**src/rtl/regfile_arbiter.sv**
```systemverilog
// regfile_arbiter: round-robin write/read arbiter and sequencer for a single-access register file.
// The file writes on every clock with rf_rwen low, so rf_rwen is held high except in a granted write.
module regfile_arbiter #(
    parameter int DATA_W = 32,
    parameter int ADDR_W = 5
) (
    input  logic              clk,
    input  logic              rst,
    input  logic              wr_req,
    input  logic [ADDR_W-1:0] wr_addr,
    input  logic [DATA_W-1:0] wr_data,
    output logic              wr_gnt,
    input  logic              rd_req,
    input  logic [ADDR_W-1:0] rd_addr1,
    input  logic [ADDR_W-1:0] rd_addr2,
    output logic              rd_gnt,
    output logic              rd_valid,
    output logic [DATA_W-1:0] rd_data1,
    output logic [DATA_W-1:0] rd_data2,
    output logic              rf_rwen,
    output logic [ADDR_W-1:0] rf_raddr1,
    output logic [ADDR_W-1:0] rf_raddr2,
    output logic [ADDR_W-1:0] rf_waddr,
    output logic [DATA_W-1:0] rf_wdata,
    input  logic [DATA_W-1:0] rf_rdata1,
    input  logic [DATA_W-1:0] rf_rdata2
);
    typedef enum logic [1:0] {IDLE, WRITE, READ, RDATA} state_t;
    state_t state, state_nx;
    logic   last_rd, gw, gr;
    always_comb begin
        gw       = (state == IDLE) && wr_req && (!rd_req || last_rd);
        gr       = (state == IDLE) && rd_req && !gw;
        state_nx = gw ? WRITE : gr ? READ : (state == READ) ? RDATA : IDLE;
    end
    always_ff @(posedge clk) begin
        if (rst) begin
            state     <= IDLE;
            last_rd   <= 1'b1;
            rd_valid  <= 1'b0;
            rd_data1  <= '0;
            rd_data2  <= '0;
            rf_raddr1 <= '0;
            rf_raddr2 <= '0;
            rf_waddr  <= '0;
            rf_wdata  <= '0;
        end else begin
            state    <= state_nx;
            rd_valid <= (state == RDATA);
            if (gw) begin
                rf_waddr <= wr_addr;
                rf_wdata <= wr_data;
                last_rd  <= 1'b0;
            end
            if (gr) begin
                rf_raddr1 <= rd_addr1;
                rf_raddr2 <= rd_addr2;
                last_rd   <= 1'b1;
            end
            if (state == RDATA) begin
                rd_data1 <= rf_rdata1;
                rd_data2 <= rf_rdata2;
            end
        end
    end
    // Reset overrides the enable so a write in progress is aborted immediately.
    assign wr_gnt  = (state == WRITE) && !rst;
    assign rd_gnt  = (state == READ) && !rst;
    assign rf_rwen = (state != WRITE) || rst;
endmodule

```
**config.mk**
```make
export PLATFORM = sky130hd
export DESIGN_NAME = regfile_arbiter
export DESIGN_NICKNAME = d
export VERILOG_FILES = /design/src/rtl/regfile_arbiter.sv
export SDC_FILE = /design/constraint.sdc
export NUM_CORES = 1
export LEC_CHECK = 0
export CORE_MARGIN = 10
export CORE_UTILIZATION = 38
export DETAILED_ROUTE_END_ITERATION = 8
export PLACE_DENSITY = 0.8
export SYNTH_ARGS = -nofsm -noshare
export SYNTH_HDL_FRONTEND = slang
export SYNTH_SLANG_ARGS = --single-unit
```
**constraint.sdc**
```tcl
create_clock -name clk -period 1.9 [get_ports clk]
set_input_delay 0.475 -clock clk [delete_from_list [all_inputs] [get_ports clk]]
set_output_delay 0.475 -clock clk [all_outputs]
set_load 0.01 [all_outputs]
```
==> flow_summary_export.csv <==
group,metric,value,unit
clocking,cts_made_buffers,17,
sta,final-setup-viol-count,0,
sta,timing.final.crit_period,1870,ps
clocking,ctsRootBufferMaster,"sky130_fd_sc_hd__clkbuf_8",
setup_path,r2r-start,"state[1]",
clocking,tritoncts,"done",
synth,synth_cell_types,22,
synth,sequential_share_of_the_synthesized_area,58.4,%
global_routing,gr-total-overflow,0,
sta,worst_pin_slew,829,ps
synth,synthesis.instances,424,
final_layout,layout_commonest_cell,"sky130_fd_sc_hd__clkdlybuf4s50_1",
synth,flip_flop_and_latch_count_after_synthesis,115,
floorplanning,core_area,10200,sq um
sta,max_slew_violation_count,0,
setup_path,crit_cells,1,
clocking,clock_path_buffers,2,
job,timing.max_cap.violations,0,
routing,drtAntennaViolNets,0,
sta,unrepaired_setup_endpoints_after_global_routing,"yes",
setup_path,cell_by_cell_listing_of_the_critical_path,"clkdlybuf4s50_1",
global_routing,first_global_vias,3909,
floorplanning,fp.dieArea,14800,sq um
global_routing,grt_start_max_net_pins,89,
pwr,leakage,0.00367,uW
floorplanning,dieWidth,122,microns
final_layout,fillers,804,
clocking,cts.htree.levels,4,
sta,layout_worst_path_cycle_share,98.3,%
floorplanning,initial_util,38.5,%
setup_path,cp-endpoint,"rf_wdata[26]",
place,gpl.final_weighted_congestion,0.779,
place,dpl_wire_length,10.4,mm
sta,finalHoldViolations,0,
synth,synthesis.nets,539,
floorplanning,floorplan.io_pins,230,
routing,initialDrtViolationCount,264,
floorplanning,fp.dieH,122,microns
clocking,clk_pin_slew_worst_paths,50,ps
sta,hold-worst-slack,448,ps
synth,synth_warnings,0,
floorplanning,row_count,37,
final_layout,layout.cells.non_filler,798,
setup_path,maximum_fanout_along_the_worst_path,2,
sta,timing.max_slew.rel_slack,44.8,%
routing,wirelength,14.2,mm
routing,detail_route.vias_per_cell,4.84,
sta,post_route_setup_slack,31.8,ps
setup_path,timing.critical_path.from,"rf_wdata[26]",
final_layout,area.growth.synth_to_final,78.5,%
sta,clock.fmax,0.535,GHz
final_layout,final_cell_mix,"130 x sky130_fd_sc_hd__clkdlybuf4s50_1, 128 x sky130_fd_sc_hd__nand2_1, 113 x sky130_fd_sc_hd__dfxtp_1",
setup_path,timing.critical_path.required,1420,ps
setup_path,critPathBufInv,1,
min_path,min-delay-path-class,"reg -> reg",
setup_path,setup_slack_reg_to_reg,270,ps
routing,firstDrtPassIters,5,
synth,post_synth.cell_area_avg,9.29,sq um
synth,netlist_area,3940,sq um
setup_path,path_delay_family,"buffers and inverters",
setup_path,cpMaxStageDelayCell,"sky130_fd_sc_hd__clkdlybuf4s50_1",
setup_path,critPathLaunchType,"flop",
final_layout,nNetsFinal,766,
setup_path,rr_worst_depth,5,
sta,finalClockSkew,6.03,ps
final_layout,antenna-diode-count,0,
status,run_status,"complete, no violations",
routing,drt-wirelength-per-cell,17.8,microns
pwr,vdd.ir_drop.worst,443,uV
final_layout,finalInstanceArea,7030,sq um
place,post-place-cells,768,
setup_path,criticalPathCategory,"reg -> out",
global_routing,initial_antenna_violation_count,0,
place,post_detailed_placement_cell_area,6350,sq um
global_routing,grt_usage,18.1,%
final_layout,layout-drive-gt1-share,8.46,%
routing,routed-via-count,3863,
setup_path,r2r_end,"rf_waddr[1]",
setup_path,critical_path_arrival,1390,ps
routing,drt_drc_violations_left,0,
clocking,cts_setup_buffers,0,
place,io_buffers,229,
setup_path,timing.critical_path.slowest_cell_delay,550,ps
setup_path,critical_path_end_type,"output pin",
global_routing,grt_pass1_wl,21.3,mm
pwr,pwr_density_cell,924,nW/um^2
place,place_worst_setup_slack,-235,ps
clocking,clkSinkCount,115,
pwr,total_power,6500,uW
clocking,worstSkewPairLatency,500,ps
cell usage after synthesis:
| master | count | share of area (%) |
|---|---|---|
| sky130_fd_sc_hd__buf_6 | 5 | 1.4 |
| sky130_fd_sc_hd__or3b_4 | 1 | 0.29 |
| sky130_fd_sc_hd__buf_4 | 2 | 0.38 |
| sky130_fd_sc_hd__nor3_2 | 1 | 0.25 |
| sky130_fd_sc_hd__a21oi_1 | 65 | 8.3 |
| sky130_fd_sc_hd__nand2_1 | 129 | 12 |
| sky130_fd_sc_hd__dfxtp_1 | 115 | 58 |
| sky130_fd_sc_hd__mux2i_1 | 10 | 2.5 |
| sky130_fd_sc_hd__buf_1 | 4 | 0.38 |
| sky130_fd_sc_hd__a22o_1 | 37 | 8.2 |
| sky130_fd_sc_hd__nor2b_1 | 3 | 0.48 |
| sky130_fd_sc_hd__buf_2 | 2 | 0.25 |
| sky130_fd_sc_hd__and2_1 | 1 | 0.16 |
| sky130_fd_sc_hd__o21ba_1 | 1 | 0.25 |
| sky130_fd_sc_hd__inv_1 | 1 | 0.095 |
| sky130_fd_sc_hd__or3b_2 | 2 | 0.44 |
| sky130_fd_sc_hd__or2_2 | 1 | 0.16 |
| sky130_fd_sc_hd__o21a_1 | 1 | 0.19 |
| sky130_fd_sc_hd__nor2_1 | 2 | 0.19 |
| sky130_fd_sc_hd__nand2b_1 | 20 | 3.2 |
| sky130_fd_sc_hd__a211o_1 | 1 | 0.22 |
| sky130_fd_sc_hd__clkbuf_1 | 20 | 1.9 |
metal layers:
layer / wire [microns] / GRT usage [%] / share of wire (%) / vias to the layer above
met5: 0 / 0 / 0 / -
met4: 361 / 8.42 / 2.5 / 0
met3: 1190 / 7.22 / 8.4 / 26
met2: 7210 / 31.3 / 51 / 158
met1: 5430 / 19.0 / 38 / 1806
li1: - / - / - / 1873
what timing repair did:
item | 4_1_cts | 5_1_grt
endpoints found under the hold margin | 0 | 0
pin swaps | 0 | 1
gates resized for setup | 58 | 59
hold buffers | 0 | 0
gates cloned | 0 | 0
setup endpoints to repair | 44 | 57
through the flow:
stage | util (%) | setup TNS, ps
after floorplan | - | 0
after global placement | 62.1 | -8130
after detailed placement | 62.1 | -9550
after CTS | 67.2 | 0
after global routing | 68.7 | -9.70
final | 68.7 | 0
state kept, by name (all words and copies together), names as in the netlist:
register,count
rd_data1,32
rf_raddr1,5
last_rd,1
rd_data2,32
state,2
rf_waddr,5
rf_raddr2,5
rf_wdata,32
rd_valid,1
worst min-delay path by stage:
| stage | startpoint | to | slack (ps) | cells after the start |
|---|---|---|---|---|
| floorplan | rd_data1[0] | rd_data1[0] | 480 | 2 |
| global placement | rd_data2[16] | rd_data2[16] | 440 | 2 |
| detailed placement | rd_data2[26] | rd_data2[26] | 450 | 2 |
| CTS | rst | state[0] | 420 | 4 |
| global route | rst | state[0] | 450 | 4 |
| finish | rd_data2[9] | rd_data2[9] | 450 | 2 |
power breakdown:
part           switching (uW)  leakage (uW)  total [uW]  internal [uW]
combinational             323       0.00246         806            483
sequential               66.2      0.000935        2600           2530
clock                    1050      0.000276        3090           2050
total                    1430       0.00367        6500           5060
kinds of logic after synthesis:
group	share of synthesized area [%]
muxes	2.54
DFF	58.4
and+or+nand+nor	17.4
buffers and inverters	4.45
AOI/OAI and AO/OA	17.1
cell type report:
type	instances	area (sq um)	area share, %
repair buffers	241	2480	35.3
flip-flops and latches	115	2300	32.8
multi-input cells	275	1490	21.2
clock buffers	21	449	6.39
well taps	136	170	2.42
clock inverters	9	131	1.87
inverters	1	3.75	0.0534
Note: power is estimated with default switching activity, not from simulation.
